==> config.mk <==
export PLATFORM = sky130hd
export DESIGN_NAME = booth_sequential_multiplier
export DESIGN_NICKNAME = d
export VERILOG_FILES = /design/src/rtl/booth_sequential_multiplier.sv
export SDC_FILE = /design/constraint.sdc
export NUM_CORES = 1
export LEC_CHECK = 0
export CAP_MARGIN = 10
export CORE_ASPECT_RATIO = 1.25
export CORE_UTILIZATION = 40
export CTS_BUF_LIST = sky130_fd_sc_hd__clkbuf_4 sky130_fd_sc_hd__clkbuf_8
export DETAILED_ROUTE_END_ITERATION = 7
export GPL_TIMING_DRIVEN = 1
export SLEW_MARGIN = 40
export SYNTH_ARGS = -nofsm -noshare
export SYNTH_HDL_FRONTEND = slang
export SYNTH_SLANG_ARGS = --single-unit
==> constraint.sdc <==
create_clock -name clock -period 5 [get_ports clock]
set_input_delay 0.75 -clock clock [delete_from_list [all_inputs] [get_ports clock]]
set_output_delay 0.75 -clock clock [all_outputs]
set_load 0.05 [all_outputs]
==> src/rtl/booth_sequential_multiplier.sv <==
// Multi-cycle signed multiplier using radix-2 Booth recoding, one step per clock.
// Handshake: start (sampled in IDLE) -> busy for WIDTH+1 cycles -> one-cycle done pulse.
module booth_sequential_multiplier #(
  parameter int WIDTH = 32
) (
  input  logic             clock,
  input  logic             reset,
  input  logic             start,
  input  logic [WIDTH-1:0] multiplicand,
  input  logic [WIDTH-1:0] multiplier,
  output logic             busy,
  output logic             done,
  output logic [WIDTH-1:0] product_hi,
  output logic [WIDTH-1:0] product_lo
);

  localparam int CNT_W = (WIDTH > 1) ? $clog2(WIDTH) : 1;

  typedef enum logic [1:0] {
    S_IDLE,
    S_RUN,
    S_DONE
  } state_t;

  state_t r_state;
  state_t w_next_state;

  logic [WIDTH:0]   r_a;
  logic [WIDTH-1:0] r_m;
  logic [WIDTH-1:0] r_q;
  logic             r_qm1;
  logic [CNT_W-1:0] r_count;

  logic [WIDTH:0]   w_msx;
  logic [WIDTH:0]   w_a_sum;
  logic [WIDTH:0]   w_a_next;
  logic [WIDTH-1:0] w_q_next;
  logic             w_qm1_next;
  logic             w_last_step;

  // The extra accumulator bit keeps A-M exact when M is the most-negative value.
  assign w_msx = {r_m[WIDTH-1], r_m};

  always_comb begin
    // NOTE: every combinational output gets a default first, so no path can infer a latch.
    w_a_sum = r_a;
    case ({r_q[0], r_qm1})
      2'b10:   w_a_sum = r_a - w_msx;
      2'b01:   w_a_sum = r_a + w_msx;
      default: w_a_sum = r_a;
    endcase
  end

  // Arithmetic right shift of {A, Q, q_minus1}: A's MSB replicates, the old q_minus1 drops out.
  assign {w_a_next, w_q_next, w_qm1_next} = {w_a_sum[WIDTH], w_a_sum, r_q};
  assign w_last_step = (r_count == CNT_W'(WIDTH - 1));

  always_comb begin
    w_next_state = r_state;
    busy         = 1'b1;
    done         = 1'b0;
    case (r_state)
      S_IDLE: begin
        busy = 1'b0;
        if (start) w_next_state = S_RUN;
      end
      S_RUN: begin
        if (w_last_step) w_next_state = S_DONE;
      end
      S_DONE: begin
        done         = 1'b1;
        w_next_state = S_IDLE;
      end
      default: w_next_state = S_IDLE;
    endcase
  end

  // NOTE: sequential state uses non-blocking assignments so every register samples pre-edge values.
  always_ff @(posedge clock) begin
    if (reset) r_state <= S_IDLE;
    else       r_state <= w_next_state;
  end

  always_ff @(posedge clock) begin
    if (reset) begin
      r_a        <= '0;
      r_m        <= '0;
      r_q        <= '0;
      r_qm1      <= 1'b0;
      r_count    <= '0;
      product_hi <= '0;
      product_lo <= '0;
    end else begin
      case (r_state)
        S_IDLE: begin
          if (start) begin
            r_m     <= multiplicand;
            r_q     <= multiplier;
            r_a     <= '0;
            r_qm1   <= 1'b0;
            r_count <= '0;
          end
        end
        S_RUN: begin
          r_a     <= w_a_next;
          r_q     <= w_q_next;
          r_qm1   <= w_qm1_next;
          r_count <= r_count + CNT_W'(1);
          // The product fits in 2*WIDTH bits, so A's guard bit is simply dropped.
          if (w_last_step) begin
            product_hi <= w_a_next[WIDTH-1:0];
            product_lo <= w_q_next;
          end
        end
        default: ;
      endcase
    end
  end

endmodule

# [Word level (Yosys, flattened, before mapping)]
# Index checks and enable logic that the tools add are counted.
[totals] register_bits=169 in_bits=67 wordCells=38
[classes] n_addsub=3 n_eq_ne=7 mux=14 n_reduce_logical=6
[ops] cell="case mux 33 bit (2 select lines)" n=2
[ops] cell="case mux 32 bit (2 select lines)" n=1
[ops] cell="adder 33 bit" n=1
[ops] cell="two-way mux 33 bit" n=1
[ops] cell="subtractor 33 bit" n=1
[ops] cell="two-way mux 32 bit" n=1
[ops] cell="case mux 5 bit (2 select lines)" n=1
[ops] cell="AND reduction 2 bit" n=4
[ops] cell="adder 5 x 1 -> 5 bit, second input constant" n=1
[ops] cell="equality test 5 bit, second input constant" n=1
[ops] cell="two-way mux 5 bit" n=1
[ops] cell="equality test 2 x 1 -> 1 bit, second input constant" n=2
[ops] cell="equality test 2 bit, second input constant" n=2
[ops] cell="two-way mux 2 bit" n=2
[ops] cell="!= test 2 bit, second input constant" n=2
[ops] cell="case mux 2 bit (2 select lines)" n=1
[ops] cell="two-way mux 1 bit" n=3
[ops] cell="logical NOT 2 bit" n=1
[ops] cell="case mux 1 bit (2 select lines)" n=1
[ops] cell="nonzero test 2 bit" n=1

# [Longest topological paths before layout]
# Gate-level depths: netlist of run 1.
[depth] depth_word=3 depth_mapped=17 depth_no_buf=16

# [Least setup slack after synthesis of run 1]
# No wires, ideal clock.
[synth_path] path_kind="reg2reg" start="register r_m[2]" end="register product_hi[29]" setup_time_ns=0.078 arrival_time_ns=4.043 required_time_ns=4.922 slack_ns=0.879 stages_incl_launch_ff=18 synth_period_minus_slack_ns=4.121 cell_sequence="dfxtp_1 or4_4 nor4b_1 and2_1 nand3b_1 nor4_1 nor2_1 xor2_1 ha_1 clkbuf_1 a21oi_1 o21bai_1 a21oi_1 o21ai_0 nor4b_1 a2111oi_0 a311oi_1 nor3_1"
[synth_via] elab_chain_cells=2 elab_cells_between_ends=3 classes_between="add/sub (2); mux (1)"
[synth_lines] item="start, declared" line_no="29" source="logic [WIDTH-1:0] r_m;"
[synth_lines] item="start signal, assigned" line_no="97" source="r_m <= multiplicand;"
[synth_lines] item="adder 33 bit / subtractor 33 bit (equally long branches)" line_no="49, 48"
[synth_lines] item="case mux 33 bit (2 select lines) (*)" line_no="47" source="case ({r_q[0], r_qm1})"
[synth_lines] item="end signal, assigned" line_no="111" source="product_hi <= w_a_next[WIDTH-1:0];"
[synth_lines] item="end, declared" line_no="13" source="output logic [WIDTH-1:0] product_hi,"
# Mark *: on every way between the ends. The rest lies on a longest branch, timed or not.
# A chain may end at the register's enable or synchronous reset.

# [Worst setup path after layout of run 1]
[layout_path] start="register r_m[2]" end="register product_hi[28]"
# Same word-level chain as after synthesis.

==> results of run 1 <==
## layer usage
metal | wire, um | part of all wire (%) | vias up
li1 | - | - | 4426
met3 | 1460 | 5.6 | 23
met5 | 0 | 0 | -
met2 | 11900 | 46 | 205
met4 | 391 | 1.5 | 0
met1 | 12400 | 47 | 4135
## placed cells by master, fill, tap and decap left out, types with 21 or more instances in the layout
cell             count
dfxtp_1            168
a31oi_1             21
clkdlybuf4s50_1    131
nor2_1              98
ha_1                36
a21oi_1            158
nand3_1             40
nand2_1            258
a311oi_1            37
xor2_1              29
o21ai_0             50
## per-stage QoR
| stage | instance area [sq um] | std cells |
|---|---|---|
| after floorplan | 9100 | 1213 |
| after global placement | 10500 | 1548 |
| after detailed placement | 10500 | 1548 |
| after CTS | 11000 | 1580 |
| after global routing | 11000 | 1580 |
| final | 11000 | 1580 |
## worst paths after layout
path,endpoint,slack [ns],from,depth (start not counted)
min,product_hi[4]$_SDFFE_PP0P_,0.46,product_hi[4]$_SDFFE_PP0P_,2
max reg2reg,product_hi[28]$_SDFFE_PP0P_,0.50,r_m[2]$_SDFFE_PP0P_,13
min reg2reg,product_hi[4]$_SDFFE_PP0P_,0.46,product_hi[4]$_SDFFE_PP0P_,2
max,product_hi[28]$_SDFFE_PP0P_,0.50,r_m[2]$_SDFFE_PP0P_,13
## logic make-up (layout without fill, tap and decap cells)
kind of cell,count (synthesis),after routing,share of synthesized area [%]
AND/OR/NAND/NOR,488,488,23.5
AO/OA/AOI/OAI,353,353,24.0
flip-flops,168,168,37.0
buffers and inverters,109,193,4.51
XOR/XNOR,48,48,4.62
adder cells (fa/ha/maj),37,37,5.17
multiplexers,10,10,1.13
## power by group
part	total [uW]	leakage [uW]	internal, uW	switching, uW
logic	992	0.00250	387	605
clock network	1000	0.000207	383	622
registers	1450	0.00137	1400	58.6
total	3450	0.00407	2170	1290
## area by class of cell
| cell class | count | area, sq um |
|---|---|---|
| Sequential cell | 168 | 3360 |
| Tap cell | 283 | 354 |
| Multi-Input combinational cell | 936 | 5370 |
| Inverter | 18 | 67.6 |
| Timing Repair Buffer | 143 | 1410 |
| Clock buffer | 17 | 234 |
| Clock inverter | 15 | 180 |
| Fill cell | 2242 | 11300 |
## worst max-delay path, delay by kind of cell, from the launching register on
family,cells,cell delay (ns)
fa+ha+maj,1,0.47
simple gates,8,2.48
compound gates,3,0.93
flops,1,0.38
xor+xnor,1,0.15
## timing repair
item / in CTS / in global routing
setup buffers: 0 / 0
hold buffers: 0 / 0
gates resized for setup: 0 / 4
setup endpoints to repair: 0 / 3
## sequential cells by signal, summed over array words and instances (netlist names)
signal,flops
product_hi,32
product_lo,32
r_a,32
r_m,32
r_q,32
r_count,5
r_state,2
r_qm1,1
==> impl_metrics.yaml, run 1 <==
yosys:
  netlist_top_cells_count: "nand2_1, dfxtp_1, a21oi_1"
  syn-instance-count: 1213
  syn_area_sq_um: 9100
  syn_area_per_cell_sq_um: 7.50
  synth.most_common_cell: "nand2_1"
  ys_seq_elements: 168
  synth_top_area_cell: "dfxtp_1"
  syn_nets: 1317
  async_reset_ff_share_pct: 0
  ys_seq_area_share_pct: 37.0
  yosys.area.top_type_share_pct: 37.0
  ys.flop_type: "dfxtp_1"
  synth_edf_count: 0
  synth_warnings: 0
  synth.lib_cells_used.distinct: 63
  synth_area_leaders: "dfxtp_1, nand2_1, a21oi_1, ha_1, nor2_1"
detailed_routing:
  ant_nets: 0
  route.detailed.drc: 0
  vias: 8789
  drtPass1Iterations: 4
  routed_via_density: 5.56
  drt_iter0_drc: 505
  routed_wl_um: 26200
  wire_per_inst_um: 16.6
die:
  die_w_um: 137
  die_y_um: 171
  core_area_sq_um: 22300
  ios: 133
  start_util_pct: 40.8
  die-area_sq_um: 23400
  rows: 61
placed_design:
  place_hpwl_um: 17600
  pre_cts_ws_ns: 0.267
  gp_congestion: 0.876
  io_buffers: 132
setup_path:
  cp.required_ns: 5.40
  cp_slowest_cell: "o41ai_1"
  cp-end-kind: "register"
  crit_arrival_ns: 4.89
  cp-start-kind: "register"
  slowest_delay_ns: 0.68
  path_cells: "or4_4, nor4b_2, and2_1, nand3b_1, nor2b_1, a21oi_1, xor2_1, ha_1, nand4_1, o41ai_1, nor2_1, or3_1, a31oi_1"
  cp_max_fo: 11
  path_class: "reg -> reg"
layout:
  area_delta_synth_final_pct: 20.6
  num-nets-final: 1388
  drive_above_1_share_pct: 5.09
  diodes: 0
  fin_util_pct: 49.2
timing:
  setup_slack_ns: 0.502
  rsz0062_at_grt: "no"
  hold_ws_ns: 0.463
  fin_worst_skew_ns: 0.0211
  period_needed_ns: 4.50
  min_period_over_period_pct: 90.0
  slew_headroom_pct: 45.9
  finalSetupViolCount: 0
  max_freq_mhz: 222
  worst-slew-pin-transition_ns: 0.806
  finalSetupTns_ns: 0
  finalHoldViolations: 0
  slew_viol_final: 0
job:
  max-cap-violations: 0
power_and_ir_drop:
  powerDensity_nw_per_um2: 314
  max-vdd-ir-drop_mv: 0.178
  power.leakage_uw: 0.00407
  power_uw: 3450
global_route:
  grt_use_total_pct: 23.2
  use_met2_pct: 37.4
  grt_pass1_vias: 8215
  grt_max_degree: 99
  antenna_found_initial: 0
  use_met1_pct: 31.4
  met3_usage_pct: 4.62
  grt_pass1_wl_um: 42800
  grt-ovfl-total: 0
  busiest_layer: "met2"
clock_network:
  clkTransAtPathRegs_ns: 0.12
  cts_max_level: 4
  clk_latency_ns: 0.48
  root_buffer: "clkbuf_8"
  clk_path_buf_depth: 2
  numCtsBuffers: 17
  cts_tree: "done"
  clock-sinks: 168
worst_hold_path:
  hold_class: "reg -> reg"
outcome:
  status: "finished, final reports clean"
Power figures use the tool's default switching activity.
==> run 2, diff against run 1 <==
--- a/config.mk
+++ b/config.mk
@@ -11,6 +11,7 @@
 export CTS_BUF_LIST = sky130_fd_sc_hd__clkbuf_4 sky130_fd_sc_hd__clkbuf_8
 export DETAILED_ROUTE_END_ITERATION = 7
 export GPL_TIMING_DRIVEN = 1
+export MAX_ROUTING_LAYER = met4
 export SLEW_MARGIN = 40
 export SYNTH_ARGS = -nofsm -noshare
 export SYNTH_HDL_FRONTEND = slang
==> constraint.sdc (replaced) <==
create_clock -name clock -period 4.85 [get_ports clock]
set_input_delay 0.7275 -clock clock [delete_from_list [all_inputs] [get_ports clock]]
set_output_delay 0.7275 -clock clock [all_outputs]
set_load 0.05 [all_outputs]
==> run 2 against run 1 <==
Sequential share of layout area about the same. Die area did not move. Worst setup slack got worse by 0.088 ns. Power is 3.1% higher. Non-clock buffer count rose by 3. Register-to-register slack got worse by 0.09 ns. Combinational power is 4% higher. Cell count is 0.19% higher. Utilization about the same. Fmax rose by 1.4%. Clock power about the same.
==> impl_metrics.yaml, run 2 (synthesized netlist as in run 1, its figures left out) <==
outcome:
  status: "finished, final reports clean"
setup_path:
  crit_top_cell: "o21a_1"
  cp-end-kind: "register"
  crit_arrival_ns: 4.83
  cp_max_fo: 7
  path_cells: "or4_4, nor4b_2, and2_1, nand3b_1, nor2b_1, a21oi_1, xor2_1, ha_1, a21o_1, o21a_1, o21a_1, nor3b_1, a221oi_2, xnor2_1, or3_1, a31oi_1"
  slowest_delay_ns: 0.59
  cp_slowest_cell: "or4_4"
  path_class: "reg -> reg"
  r2r-start: "r_m[2]$_SDFFE_PP0P_"
  cp_num_buf_inv: 0
  r2r-end: "product_hi[31]$_SDFFE_PP0P_"
  cp-start-kind: "register"
  path_delay_family: "simple AND/OR/NAND/NOR gates"
  cp.required_ns: 5.24
  r2r_setup_slack_ns: 0.41
  reg2regPathDepth: 16
timing:
  slew_viol_final: 0
  finalSetupTns_ns: 0
  worst-slew-pin-transition_ns: 0.810
  fin_worst_skew_ns: 0.0141
  min_period_over_period_pct: 91.5
  max_freq_mhz: 225
  finalHoldViolations: 0
  period_needed_ns: 4.44
  setup_slack_ns: 0.413
  rsz0062_at_grt: "no"
  finalSetupViolCount: 0
  slew_headroom_pct: 46.0
layout:
  fin_util_pct: 49.2
  diodes: 0
  drive_above_1_share_pct: 5.23
  final_cell_mix: "nand2_1, dfxtp_1, a21oi_1"
  layout_commonest_cell: "nand2_1"
  num-nets-final: 1391
  area_delta_synth_final_pct: 20.6
  filler_cell_count: 2221
detailed_routing:
  drtPass1Iterations: 5
  routed_via_density: 5.53
  route.detailed.drc: 0
  route.met3.wl_um: 1250
  vias: 8750
  drt_iter0_drc: 486
  wl_met2_um: 12100
  top_layer_used: "met4"
  wl_met1_um: 12800
  wire_per_inst_um: 16.9
  routed_wl_um: 26700
  ant_nets: 0
worst_hold_path:
  whs_path_depth: 2
  min_from: "product_lo[30]$_SDFFE_PP0P_"
  whs_endpoint: "product_lo[30]$_SDFFE_PP0P_"
  hold_class: "reg -> reg"
power_and_ir_drop:
  seq_power_share_pct: 42.1
  swShare_pct: 37.0
  powerDensity_nw_per_um2: 324
  power_frac_comb_pct: 29.0
  power.leakage_uw: 0.00408
  max-vdd-ir-drop_mv: 0.179
  p_int_uw: 2240
  clkPwrFrac_pct: 28.9
  p_switching_uw: 1310
job:
  max-cap-violations: 0
clock_network:
  cts_tree: "done"
  cts_max_level: 4
  clk_latency_ns: 0.47
  clock-sinks: 168
  root_buffer: "clkbuf_8"
  clkTransAtPathRegs_ns: 0.11
  clk_path_buf_depth: 2
  numCtsBuffers: 17
die:
  rows: 61
  start_util_pct: 40.8
  core_area_sq_um: 22300
  die_y_um: 171
  die_w_um: 137
  die-area_sq_um: 23400
  ios: 133
placed_design:
  place_hpwl_um: 18000
  io_buffers: 132
  gp_congestion: 0.906
  pre_cts_ws_ns: 0.197
global_route:
  grt_pass1_vias: 8290
  grt_max_degree: 96
  grt_use_total_pct: 24.2
  grt_pass1_wl_um: 43000
  antenna_found_initial: 0
  grt-ovfl-total: 0
==> run 2: per-layer routing <==
layer	GRT usage (%)	vias up
met3	4.30	31
met5	-	-
met4	7.02	0
met1	31.8	4077
li1	-	4425
met2	37.7	217
==> run 2: area by class of cell <==
class / count / area, sq um / share of cell area [%]
Clock inverter: 14 / 153 / 1.39
Tap cell: 283 / 354 / 3.23
Inverter: 18 / 67.6 / 0.616
Sequential cell: 168 / 3360 / 30.7
Multi-Input combinational cell: 936 / 5360 / 48.9
Clock buffer: 18 / 248 / 2.26
Timing Repair Buffer: 146 / 1420 / 13.0
==> run 2: tightest hold or removal path: stages (launching register included) <==
cell and delay [ns]:
dfxtp_1 0.32, nand2_1 0.05, a21oi_1 0.05
==> run 2: power groups by stage <==
stage / Sequential (uW) / Clock, uW / Combinational [uW]
after floorplan: 1510 / 0 / 749
after global placement: 1530 / 0 / 1020
after detailed placement: 1530 / 0 / 1020
after CTS: 1500 / 1050 / 1030
after global routing: 1510 / 1120 / 1150
final: 1500 / 1030 / 1030
==> run 2: worst max-delay path by stage <==
stage	startpoint	slack [ns]	cells past startpoint	to
detailed placement	r_m[2]$_SDFFE_PP0P_	0.20	15	product_hi[29]$_SDFFE_PP0P_
global route	r_m[2]$_SDFFE_PP0P_	0.02	17	product_hi[29]$_SDFFE_PP0P_
global placement	r_m[2]$_SDFFE_PP0P_	0.27	15	product_hi[29]$_SDFFE_PP0P_
floorplan	r_m[2]$_SDFFE_PP0P_	0.73	17	product_hi[29]$_SDFFE_PP0P_
CTS	r_m[2]$_SDFFE_PP0P_	0.16	15	product_hi[29]$_SDFFE_PP0P_
finish	r_m[2]$_SDFFE_PP0P_	0.41	16	product_hi[31]$_SDFFE_PP0P_
==> run 2: stage by stage <==
stage                     hold slack, ns  cell area, sq um  instances  total power [uW]
after global placement             0.443             10600       1551              2550
after detailed placement           0.446             10600       1551              2550
after CTS                          0.460             11000       1583              3580
final                              0.460             11000       1583              3560
after global routing               0.476             11000       1583              3780
after floorplan                    0.429              9100       1213              2260
==> run 2: what timing repair did <==
action                     4_1_cts  5_1_grt
setup endpoints to repair        0        6
gates resized for setup          0        2
hold buffers                     0        0
setup buffers                    0        0
